$ cat src/rtl/serial_lane_pkg.sv
`default_nettype none
// ----------------------------------------------------------------------------
// serial_lane_pkg: FSM state type and width helpers for serial_lane_scheduler
// Rev 1.0
// ----------------------------------------------------------------------------
package serial_lane_pkg;

  localparam int ST_W = 2;

  typedef enum logic [ST_W-1:0] {
    IDLE  = 2'd0,
    SHIFT = 2'd1,
    GAP   = 2'd2
  } state_t;

  function automatic int clog2(input int value);
    int res;
    int v;
    res = 0;
    v   = value - 1;
    while (v > 0) begin
      res = res + 1;
      v   = v >> 1;
    end
    return res;
  endfunction

  // Counter width that stays legal (>=1) even when the count is 1.
  function automatic int cnt_w(input int value);
    return (clog2(value) < 1) ? 1 : clog2(value);
  endfunction

endpackage
`default_nettype wire

$ cat src/rtl/serial_lane_scheduler_rr_arbiter.sv
`default_nettype none
// ----------------------------------------------------------------------------
// rr_arbiter: combinational round-robin pick, first set req at or above rr_ptr
// Rev 1.0
// ----------------------------------------------------------------------------
module rr_arbiter
  import serial_lane_pkg::*;
#(
  parameter int NUM_REQ = 4
) (
  input  logic [NUM_REQ-1:0]        req,
  input  logic [clog2(NUM_REQ)-1:0] rr_ptr,
  output logic [NUM_REQ-1:0]        gnt_onehot,
  output logic [clog2(NUM_REQ)-1:0] gnt_id,
  output logic                      any
);

  localparam int IDW = clog2(NUM_REQ);

  always_comb begin
    int idx;
    idx        = 0;
    gnt_onehot = '0;
    gnt_id     = '0;
    any        = 1'b0;
    for (int off = 0; off < NUM_REQ; off++) begin
      idx = int'(rr_ptr) + off;
      if (idx >= NUM_REQ) begin
        idx = idx - NUM_REQ;
      end
      if (!any && req[idx]) begin
        any             = 1'b1;
        gnt_onehot[idx] = 1'b1;
        gnt_id          = IDW'(idx);
      end
    end
  end

endmodule
`default_nettype wire

$ cat src/rtl/serial_lane_scheduler.sv
`default_nettype none
// ----------------------------------------------------------------------------
// serial_lane_scheduler: round-robin shared serial lane, LSB-first framing;
// define SERIAL_LANE_PARITY_EN to append an even-parity bit.  Rev 1.0
// ----------------------------------------------------------------------------
module serial_lane_scheduler
  import serial_lane_pkg::*;
#(
  parameter int NUM_REQ    = 4,
  parameter int WORD_W     = 8,
  parameter int BIT_CYCLES = 4,
  parameter int GAP_CYCLES = 2
) (
  input  logic                        clk,
  input  logic                        rst,
  input  logic [NUM_REQ-1:0]          req,
  input  logic [NUM_REQ*WORD_W-1:0]   data,
  output logic [NUM_REQ-1:0]          ack,
  output logic [$clog2(NUM_REQ)-1:0]  grant_id,
  output logic                        busy,
  output logic                        ser_out,
  output logic                        ser_valid,
  output logic [$clog2(WORD_W+1)-1:0] bit_idx
);

  localparam int IDW = clog2(NUM_REQ);
  localparam int BIW = clog2(WORD_W + 1);
  localparam int BCW = cnt_w(BIT_CYCLES);
  localparam int GCW = cnt_w(GAP_CYCLES);
`ifdef SERIAL_LANE_PARITY_EN
  localparam int LAST_IDX = WORD_W;
`else
  localparam int LAST_IDX = WORD_W - 1;
`endif
  localparam logic [BCW-1:0] BC_LAST  = BCW'(BIT_CYCLES - 1);
  localparam logic [GCW-1:0] GAP_LAST = GCW'(GAP_CYCLES - 1);
  localparam logic [BIW-1:0] BI_LAST  = BIW'(LAST_IDX);

  state_t              state_q,     state_d;
  logic [IDW-1:0]      rr_ptr_q,    rr_ptr_d;
  logic [BCW-1:0]      bit_cnt_q,   bit_cnt_d;
  logic [GCW-1:0]      gap_cnt_q,   gap_cnt_d;
  logic [BIW-1:0]      bit_idx_q,   bit_idx_d;
  logic [WORD_W-1:0]   shreg_q,     shreg_d;
  logic                ser_out_q,   ser_out_d;
  logic                ser_valid_q, ser_valid_d;
  logic                busy_q,      busy_d;
  logic [IDW-1:0]      grant_id_q,  grant_id_d;
  logic [NUM_REQ-1:0]  ack_q,       ack_d;
  logic [NUM_REQ-1:0]  eligible_q,  eligible_d;
`ifdef SERIAL_LANE_PARITY_EN
  logic                parity_q,    parity_d;
`endif

  logic [NUM_REQ-1:0]  arb_req;
  logic [NUM_REQ-1:0]  arb_onehot;
  logic [IDW-1:0]      arb_id;
  logic                arb_any;
  logic [WORD_W-1:0]   win_word;

  // A requester is eligible only once its req has been seen low after reset,
  // so a word whose ack was lost to a reset is not re-granted while still held.
  assign arb_req  = req & eligible_q;
  assign win_word = data[int'(arb_id)*WORD_W +: WORD_W];

  rr_arbiter #(
    .NUM_REQ (NUM_REQ)
  ) u_rr_arbiter (
    .req        (arb_req),
    .rr_ptr     (rr_ptr_q),
    .gnt_onehot (arb_onehot),
    .gnt_id     (arb_id),
    .any        (arb_any)
  );

  always_ff @(posedge clk or posedge rst) begin
    if (rst) begin
      state_q     <= IDLE;
      rr_ptr_q    <= '0;
      bit_cnt_q   <= '0;
      gap_cnt_q   <= '0;
      bit_idx_q   <= '0;
      shreg_q     <= '0;
      ser_out_q   <= 1'b0;
      ser_valid_q <= 1'b0;
      busy_q      <= 1'b0;
      grant_id_q  <= '0;
      ack_q       <= '0;
      eligible_q  <= '0;
`ifdef SERIAL_LANE_PARITY_EN
      parity_q    <= 1'b0;
`endif
    end else begin
      state_q     <= state_d;
      rr_ptr_q    <= rr_ptr_d;
      bit_cnt_q   <= bit_cnt_d;
      gap_cnt_q   <= gap_cnt_d;
      bit_idx_q   <= bit_idx_d;
      shreg_q     <= shreg_d;
      ser_out_q   <= ser_out_d;
      ser_valid_q <= ser_valid_d;
      busy_q      <= busy_d;
      grant_id_q  <= grant_id_d;
      ack_q       <= ack_d;
      eligible_q  <= eligible_d;
`ifdef SERIAL_LANE_PARITY_EN
      parity_q    <= parity_d;
`endif
    end
  end

  always_comb begin
    state_d     = state_q;
    rr_ptr_d    = rr_ptr_q;
    bit_cnt_d   = bit_cnt_q;
    gap_cnt_d   = gap_cnt_q;
    bit_idx_d   = bit_idx_q;
    shreg_d     = shreg_q;
    ser_out_d   = ser_out_q;
    ser_valid_d = ser_valid_q;
    busy_d      = busy_q;
    grant_id_d  = grant_id_q;
    ack_d       = '0;
    eligible_d  = eligible_q | ~req;
`ifdef SERIAL_LANE_PARITY_EN
    parity_d    = parity_q;
`endif

    unique case (state_q)
      IDLE: begin
        if (arb_any) begin
          state_d     = SHIFT;
          ack_d       = arb_onehot;
          grant_id_d  = arb_id;
          rr_ptr_d    = (arb_id == IDW'(NUM_REQ - 1)) ? '0 : arb_id + IDW'(1);
          shreg_d     = win_word;
          ser_out_d   = win_word[0];
          ser_valid_d = 1'b1;
          busy_d      = 1'b1;
          bit_idx_d   = '0;
          bit_cnt_d   = '0;
`ifdef SERIAL_LANE_PARITY_EN
          parity_d    = ^win_word;
`endif
        end
      end

      SHIFT: begin
        if (bit_cnt_q == BC_LAST) begin
          bit_cnt_d = '0;
          if (bit_idx_q == BI_LAST) begin
            state_d     = GAP;
            ser_out_d   = 1'b0;
            ser_valid_d = 1'b0;
            bit_idx_d   = '0;
            gap_cnt_d   = '0;
          end else begin
            bit_idx_d = bit_idx_q + BIW'(1);
            shreg_d   = shreg_q >> 1;
`ifdef SERIAL_LANE_PARITY_EN
            ser_out_d = (bit_idx_q == BIW'(WORD_W - 1)) ? parity_q : shreg_q[1];
`else
            ser_out_d = shreg_q[1];
`endif
          end
        end else begin
          bit_cnt_d = bit_cnt_q + BCW'(1);
        end
      end

      GAP: begin
        if (gap_cnt_q == GAP_LAST) begin
          state_d   = IDLE;
          busy_d    = 1'b0;
          gap_cnt_d = '0;
        end else begin
          gap_cnt_d = gap_cnt_q + GCW'(1);
        end
      end

      default: begin
        state_d = IDLE;
      end
    endcase
  end

  assign ack       = ack_q;
  assign grant_id  = grant_id_q;
  assign busy      = busy_q;
  assign ser_out   = ser_out_q;
  assign ser_valid = ser_valid_q;
  assign bit_idx   = bit_idx_q;

endmodule
`default_nettype wire

$ cat config.mk
export PLATFORM = sky130hd
export DESIGN_NAME = serial_lane_scheduler
export DESIGN_NICKNAME = d
export VERILOG_FILES = /design/src/rtl/serial_lane_pkg.sv /design/src/rtl/serial_lane_scheduler_rr_arbiter.sv /design/src/rtl/serial_lane_scheduler.sv
export SDC_FILE = /design/constraint.sdc
export NUM_CORES = 1
export LEC_CHECK = 0
export ABC_AREA = 1
export ABC_CLOCK_PERIOD_IN_PS = 2700
export BUFFER_PORTS_ARGS = -buffer_cell sky130_fd_sc_hd__buf_2
export CELL_PAD_IN_SITES_DETAIL_PLACEMENT = 0
export CELL_PAD_IN_SITES_GLOBAL_PLACEMENT = 1
export CORE_MARGIN = 3
export CORE_UTILIZATION = 29
export CTS_CLUSTER_DIAMETER = 150
export DETAILED_ROUTE_END_ITERATION = 10
export GPL_TIMING_DRIVEN = 0
export PLACE_DENSITY = 0.75
export SLEW_MARGIN = 5
export SYNTH_ARGS = -nofsm -noshare
export SYNTH_HDL_FRONTEND = slang
export SYNTH_HIERARCHICAL = 1
export SYNTH_SLANG_ARGS = --single-unit
$ cat constraint.sdc
create_clock -name clk -period 2.7 [get_ports clk]
set_input_delay 0.135 -clock clk [delete_from_list [all_inputs] [get_ports clk]]
set_output_delay 0.135 -clock clk [all_outputs]
set_load 0.01 [all_outputs]
==> results of run 1 <==
[report_power, final]
group / internal, mW / switching, mW / total, mW
registers: 0.608 / 0.103 / 0.711
clock network: 0.232 / 0.162 / 0.394
logic: 0.816 / 1.39 / 2.21
total: 1.66 / 1.66 / 3.31
[final cells by class]
class	instances	area, um2
fill	771	4280
multi-input combinational	233	1190
sequential	31	778
timing repair buffer	54	280
inverter	32	124
tap	96	120
clock buffer	8	100
buffer	9	71.3
[final timing paths]
| check | start | endpoint | slack, ns | cells past startpoint |
|---|---|---|---|---|
| setup / recovery | rr_ptr_q[1]$_DFFE_PP0P_ | shreg_q[2]$_DFFE_PP0P_ | 0.25 | 15 |
| hold / removal | rst | grant_id[0]$_DFFE_PP0P_ | -0.001 | 2 |
| setup reg to reg | rr_ptr_q[1]$_DFFE_PP0P_ | shreg_q[2]$_DFFE_PP0P_ | 0.25 | 15 |
| hold reg to reg | eligible_q[2]$_DFF_PP0_ | eligible_q[2]$_DFF_PP0_ | 0.45 | 2 |
| max in group asynchronous | rst | rr_ptr_q[1]$_DFFE_PP0P_ | 2.14 | 2 |
| min in group clk | req[1] | eligible_q[1]$_DFF_PP0_ | 0.03 | 2 |
[placed cells by master, fill, tap and decap left out, types with 4 or more instances in the layout]
| cell | n |
|---|---|
| sky130_fd_sc_hd__nor2_1 | 17 |
| sky130_fd_sc_hd__a21boi_0 | 4 |
| sky130_fd_sc_hd__nand3_1 | 40 |
| sky130_fd_sc_hd__inv_1 | 24 |
| sky130_fd_sc_hd__nand2_1 | 113 |
| sky130_fd_sc_hd__nand2_2 | 7 |
| sky130_fd_sc_hd__a21oi_1 | 13 |
| sky130_fd_sc_hd__buf_4 | 6 |
| sky130_fd_sc_hd__dfrtp_1 | 29 |
| sky130_fd_sc_hd__inv_2 | 5 |
| sky130_fd_sc_hd__clkbuf_8 | 7 |
| sky130_fd_sc_hd__o21ai_0 | 6 |
| sky130_fd_sc_hd__ha_1 | 10 |
| sky130_fd_sc_hd__buf_2 | 53 |
| sky130_fd_sc_hd__nand4_1 | 8 |
[flip-flops by register name, indices dropped and copies added, names as in the netlist, 2 cells and up]
register	count
rr_ptr_q	2
shreg_q	7
bit_cnt_q	2
eligible_q	4
bit_idx	4
state_q	2
ack	4
grant_id	2
[Yosys cell counts (all sizes together)]
| master | n |
|---|---|
| or2 | 1 |
| mux2 | 1 |
| nand3 | 43 |
| nand3b | 1 |
| a21boi | 4 |
| o211ai | 1 |
| a21oi | 13 |
| o31ai | 1 |
| clkinv | 1 |
| o21ai | 7 |
| ha | 11 |
| nand4 | 8 |
| nand2 | 121 |
| dfrtp | 31 |
| buf | 9 |
| nor2 | 21 |
| inv | 31 |
[logic make-up after synthesis]
family                   after synthesis
AND/OR/NAND/NOR                      195
buffers and inverters                 41
flip-flops                            31
AO/OA/AOI/OAI                         26
adder cells (fa/ha/maj)               11
multiplexers                           1
[critical path, stage by stage, from the launching register on]
cell                      delay [ns]
sky130_fd_sc_hd__dfrtp_2        0.41
sky130_fd_sc_hd__inv_2          0.10
sky130_fd_sc_hd__ha_4           0.30
sky130_fd_sc_hd__inv_1          0.08
sky130_fd_sc_hd__nand2_1        0.09
sky130_fd_sc_hd__nand2_2        0.06
sky130_fd_sc_hd__nor2_4         0.13
sky130_fd_sc_hd__buf_6          0.15
sky130_fd_sc_hd__nand4_1        0.24
sky130_fd_sc_hd__nand3_2        0.25
sky130_fd_sc_hd__nand2_1        0.10
sky130_fd_sc_hd__nand2_1        0.15
sky130_fd_sc_hd__buf_6          0.16
sky130_fd_sc_hd__nor2_1         0.04
sky130_fd_sc_hd__nand2_1        0.05
sky130_fd_sc_hd__nand2_1        0.05
[through the flow]
step,setup WS (ns),instance area [um2],hold slack (ns),cells,utilization
final,0.246,2670,-0.00123,463,0.384
after global routing,0.00981,2670,0.0367,463,0.384
after CTS,0.0478,2620,0.0254,460,0.377
after detailed placement,-0.472,2500,0.322,451,0.360
after global placement,-0.487,2500,0.312,451,0.360
after floorplan,0.244,2130,0.210,305,-
[timing repair]
item	4_1_cts	5_1_grt
resized for setup	6	4
setup endpoints to repair	18	12
buffers inserted	1	3
[routing by layer]
| metal | global-route usage | vias to the layer above |
|---|---|---|
| met5 | 0 | - |
| met4 | 0.0396 | 0 |
| met3 | 0.0246 | 5 |
| met2 | 0.217 | 66 |
| met1 | 0.180 | 927 |
| li1 | - | 1096 |
==> flow_metrics.py, run 1 <==
metrics = {
    "clock_network": {
        "worstSkewPairLatency_ns": 0.28,
        "tritoncts": "yes",
        "ctsLongestPathBuffers": 2,
        "hold_buffers": 0,
        "clock_tree.root_cell": "sky130_fd_sc_hd__clkbuf_8",
        "numCtsBuffers": 5,
        "numClockSinks": 31,
        "cts.htree.levels": 2,
        "worst_setup_hold_path_clk_slew_ns": 0.06,
    },
    "worst_setup_path": {
        "end_kind": "flop",
        "setup.worst_path.class": "reg -> reg",
        "critical_path.startpoint_type": "flop",
        "critical_path_rt_ns": 2.87,
        "crit_path_max_fanout": 10,
        "crit_arrival_ns": 2.62,
    },
    "detailed_routing": {
        "uppermost_signal_routing_layer_after_detailed_routing": "met4",
        "routed-wl-met2_mm": 2.42,
        "met3WireLength_um": 319,
        "met1_length_mm": 2.55,
        "drt_iter0_markers": 78,
        "route.final.wire_length_mm": 5.34,
        "vias_per_cell": 4.52,
        "drc": 0,
        "vias": 2094,
        "post_drt_wl_per_cell_um": 11.5,
        "drtPass1Iterations": 4,
        "route.antenna.remaining_nets": 0,
    },
    "global_routing": {
        "grt_pass1_vias": 2047,
        "wire_length_of_the_first_global_routing_pass_mm": 9.30,
        "groute.usage.overall": 0.134,
        "antenna_violations_before_repair": 0,
        "grt_remaining_overflow": 0,
        "largest_net_degree_at_the_start_of_global_routing": 32,
    },
    "status": {
        "violated_checks": "hold timing",
        "status": "finished with violations",
    },
    "timing": {
        "skew_ns": 0.00729,
        "whs_ns": -0.00123,
        "hold_violations": 2,
        "final_setup_tns_ns": 0,
        "share_of_the_clock_period_used_by_the_worst_path_after_layout": 0.909,
        "fmax_ghz": 0.408,
        "slew_at_the_pin_closest_to_its_max_slew_limit_ns": 1.12,
        "drv_slew": 0,
        "timing.final.setup_violations": 0,
        "setup_repair_after_global_routing_missed_its_margin": "no",
        "slew_headroom": 0.252,
        "finalWorstPathRequiredPeriod_ns": 2.45,
    },
    "floorplan": {
        "initial_standard_cell_utilization_of_the_core": 0.307,
        "die_area_um2": 8420,
        "floorplan.die.width_um": 91.7,
        "chipHeight_um": 91.7,
        "ios": 51,
        "std_cell_rows": 30,
        "core_region_area_um2": 6940,
    },
    "yosys": {
        "synthSimpleGateAreaFrac": 0.411,
        "synth.yosys.seq_area_share": 0.364,
        "synth-compound-area-share": 0.0681,
        "netlist_instances": 305,
        "netlist-cell-type-count": 27,
        "main_combinational_cell_family_by_area_after_synthesis": "simple AND/OR/NAND/NOR gates",
        "mappedNetlistNets": 354,
        "yosys.area_share.xor_xnor": 0,
        "post_synth_fa_ha_maj_area_fraction": 0.0646,
        "synth.ff_latch_count": 31,
        "synth_warnings": 6,
        "synth.top_cell.area_share": 0.364,
        "syn_area_um2": 2130,
        "synthMuxAreaShare": 0.00528,
        "synthTopCellsByArea": "sky130_fd_sc_hd__dfrtp_1, sky130_fd_sc_hd__nand2_1, sky130_fd_sc_hd__nand3_1",
        "synth_top_area_cell": "sky130_fd_sc_hd__dfrtp_1",
        "synth.avg_cell_area_um2": 6.99,
    },
    "placement": {
        "detailedPlacementHpwl_mm": 4.02,
        "gp_routability_congestion": 0.803,
        "io_buffer_count": 50,
    },
    "cells_and_area": {
        "synthToLayoutAreaGrowth_pct": 25.0,
        "diodes": 0,
        "drive_gt1_frac": 0.262,
        "finish.net_count": 415,
    },
    "pwr": {
        "total_power_mw": 3.31,
        "ir_worst_vdd_mv": 0.582,
        "power.leakage_nw": 1.47,
        "power_density_nw_per_um2": 1240,
    },
    "min_path": {
        "min_path_type": "in -> async",
    },
    "job": {
        "maxCapViolCount": 0,
    },
}
Note: power is estimated with default switching activity, not from simulation.
==> run 2: changes to the inputs <==
--- a/config.mk
+++ b/config.mk
@@ -9,13 +9,13 @@
 export ABC_CLOCK_PERIOD_IN_PS = 2700
 export BUFFER_PORTS_ARGS = -buffer_cell sky130_fd_sc_hd__buf_2
 export CELL_PAD_IN_SITES_DETAIL_PLACEMENT = 0
-export CELL_PAD_IN_SITES_GLOBAL_PLACEMENT = 1
+export CELL_PAD_IN_SITES_GLOBAL_PLACEMENT = 2
 export CORE_MARGIN = 3
 export CORE_UTILIZATION = 29
-export CTS_CLUSTER_DIAMETER = 150
+export CTS_CLUSTER_DIAMETER = 30
 export DETAILED_ROUTE_END_ITERATION = 10
 export GPL_TIMING_DRIVEN = 0
-export PLACE_DENSITY = 0.75
+export PLACE_DENSITY = 0.9
 export SLEW_MARGIN = 5
 export SYNTH_ARGS = -nofsm -noshare
 export SYNTH_HDL_FRONTEND = slang
==> flow_metrics.py, run 2 (synthesis results as in run 1) <==
metrics = {
    "status": {
        "status": "finished with violations",
        "violated_checks": "hold timing",
    },
    "floorplan": {
        "floorplan.die.width_um": 91.7,
        "ios": 51,
        "initial_standard_cell_utilization_of_the_core": 0.307,
        "std_cell_rows": 30,
        "chipHeight_um": 91.7,
        "die_area_um2": 8420,
        "core_region_area_um2": 6940,
    },
    "pwr": {
        "power_density_nw_per_um2": 1270,
        "power.leakage_nw": 1.50,
        "ir_worst_vdd_mv": 0.662,
    },
    "detailed_routing": {
        "drc": 0,
        "drtPass1Iterations": 4,
        "vias_per_cell": 4.54,
        "vias": 2127,
        "route.antenna.remaining_nets": 0,
        "drt_iter0_markers": 71,
        "route.final.wire_length_mm": 5.52,
        "post_drt_wl_per_cell_um": 11.8,
    },
    "worst_setup_path": {
        "timing.critical_path.slowest_cell_delay_ns": 0.42,
        "end_kind": "flop",
        "regToRegStartpoint": "rr_ptr_q[1]$_DFFE_PP0P_",
        "crit_arrival_ns": 2.75,
        "critical_path_rt_ns": 2.92,
        "reg2reg_depth": 17,
        "crit_path_max_fanout": 10,
        "timing.critical_path.from": "rr_ptr_q[1]$_DFFE_PP0P_",
        "critical_path.slowest_cell": "sky130_fd_sc_hd__dfrtp_2",
        "cp_num_cells": 17,
        "worstPathBufferInverterCount": 6,
        "critical_path.startpoint_type": "flop",
        "worst_setup_path_endpoint": "ser_out$_DFFE_PP0P_",
        "critical_path.top_delay_family": "simple AND/OR/NAND/NOR gates",
        "setup.worst_path.class": "reg -> reg",
        "r2r_setup_slack_ns": 0.17,
        "crit-reg2reg-capture": "ser_out$_DFFE_PP0P_",
        "cp_common_cell": "sky130_fd_sc_hd__nand2_1",
        "worstPathCellList": "clkinvlp_4, ha_4, inv_1, nand2_1, nand2_2, nor2_4, buf_6, nand4_1, nand3_2, buf_6, inv_2, buf_6, nand2_1, nand3_1, nand2_1, nand2_1, a21oi_2",
    },
    "timing": {
        "hold_violations": 31,
        "share_of_the_clock_period_used_by_the_worst_path_after_layout": 0.938,
        "fmax_ghz": 0.395,
        "finalWorstPathRequiredPeriod_ns": 2.53,
        "slew_at_the_pin_closest_to_its_max_slew_limit_ns": 0.660,
        "timing.final.setup_violations": 0,
        "drv_slew": 0,
        "slew_headroom": 0.559,
        "skew_ns": 0.00731,
        "final_setup_tns_ns": 0,
        "whs_ns": -0.0568,
    },
    "clock_network": {
        "cts.htree.levels": 2,
        "worst_setup_hold_path_clk_slew_ns": 0.07,
        "numClockSinks": 31,
        "tritoncts": "yes",
        "numCtsBuffers": 5,
        "clock_tree.root_cell": "sky130_fd_sc_hd__clkbuf_8",
        "worstSkewPairLatency_ns": 0.28,
        "ctsLongestPathBuffers": 2,
    },
    "cells_and_area": {
        "final_cell_area_um2": 2720,
        "layout_commonest_cell": "sky130_fd_sc_hd__nand2_1",
        "largest_register": "shreg_q",
        "synthToLayoutAreaGrowth_pct": 27.4,
        "final-instance-count-excl-fill": 469,
        "drive_gt1_frac": 0.279,
        "finish.net_count": 421,
        "largest_register_ff_count": 7,
        "diodes": 0,
        "filler_cell_count": 764,
        "mostFrequentLayoutCells": "sky130_fd_sc_hd__nand2_1, sky130_fd_sc_hd__buf_2, sky130_fd_sc_hd__nand3_1",
        "utilization": 0.391,
    },
    "placement": {
        "gp_routability_congestion": 0.842,
        "placed_standard_cell_area_um2": 2500,
        "dp_cells": 451,
        "detailedPlacementHpwl_mm": 3.95,
        "io_buffer_count": 50,
    },
    "global_routing": {
        "antenna_violations_before_repair": 0,
        "grt_remaining_overflow": 0,
        "wire_length_of_the_first_global_routing_pass_mm": 9.63,
        "groute.usage.overall": 0.136,
        "largest_net_degree_at_the_start_of_global_routing": 32,
        "grt_pass1_vias": 2162,
    },
    "job": {
        "maxCapViolCount": 0,
    },
    "min_path": {
        "min_path_type": "in -> async",
    },
}
## run 2: cell count changes in the layout (fill, tap and decap cells not counted), sizes merged
cell	change
clkbuf	-1
inv	+1
clkinvlp	+1
buf	+6
clkinv	-1
## run 2: worst min path at each step
stage	endpoint	slack [ns]
floorplan	eligible_q[0]$_DFF_PP0_	0.21
global placement	eligible_q[1]$_DFF_PP0_	0.32
detailed placement	eligible_q[3]$_DFF_PP0_	0.32
CTS	eligible_q[3]$_DFF_PP0_	0.03
global route	ser_out$_DFFE_PP0P_	0.01
finish	bit_cnt_q[1]$_DFFE_PP0P_	-0.06
## run 2: report_power, final
| group | total, mW | leakage (nW) | switching, mW | internal, mW |
|---|---|---|---|---|
| Clock | 0.353 | 0.0422 | 0.172 | 0.181 |
| Sequential | 0.708 | 0.372 | 0.100 | 0.608 |
| Combinational | 2.39 | 1.08 | 1.46 | 0.932 |
| Total | 3.45 | 1.50 | 1.73 | 1.72 |
## run 2: through the flow
stage / worst slack, ns / power [mW]
3_5_place_dp: -0.489 / 2.81
5_1_grt: -0.0380 / 3.88
2_1_floorplan: 0.244 / 2.27
3_3_place_gp: -0.496 / 2.80
4_1_cts: 0.00468 / 3.24
6_report: 0.166 / 3.45
## run 2: layer usage
metal | vias to the layer above | global-route usage | wire (um)
met1 | 948 | 0.186 | 2700
met4 | 0 | 0.0359 | 29
li1 | 1110 | - | -
met2 | 67 | 0.220 | 2480
met5 | - | 0 | 0
met3 | 2 | 0.0271 | 313
## run 2: layout make-up
class	instances	area [um2]	area share
sequential	31	778	0.287
clock inverter	1	5.00	0.00184
clock buffer	7	76.3	0.0281
inverter	32	126	0.0465
buffer	9	77.6	0.0286
multi-input combinational	233	1210	0.444
timing repair buffer	60	325	0.120
tap	96	120	0.0442
## run 2: worst reg2reg max path, cell delays in order, from the launching register on
cell and delay (ns):
sky130_fd_sc_hd__dfrtp_2 0.42, sky130_fd_sc_hd__clkinvlp_4 0.19, sky130_fd_sc_hd__ha_4 0.33, sky130_fd_sc_hd__inv_1 0.07, sky130_fd_sc_hd__nand2_1 0.09, sky130_fd_sc_hd__nand2_2 0.06, sky130_fd_sc_hd__nor2_4 0.16, sky130_fd_sc_hd__buf_6 0.15
sky130_fd_sc_hd__nand4_1 0.11, sky130_fd_sc_hd__nand3_2 0.13, sky130_fd_sc_hd__buf_6 0.12, sky130_fd_sc_hd__inv_2 0.07, sky130_fd_sc_hd__buf_6 0.15, sky130_fd_sc_hd__nand2_1 0.06, sky130_fd_sc_hd__nand3_1 0.10, sky130_fd_sc_hd__nand2_1 0.09
sky130_fd_sc_hd__nand2_1 0.06, sky130_fd_sc_hd__a21oi_2 0.11
## run 2: timing repair
| item | 4_1_cts | 5_1_grt |
|---|---|---|
| setup buffers | 1 | 9 |
| setup endpoints to repair | 19 | 17 |
| resized for setup | 6 | 10 |
| pin swaps | 0 | 3 |
| hold buffers | 0 | 0 |
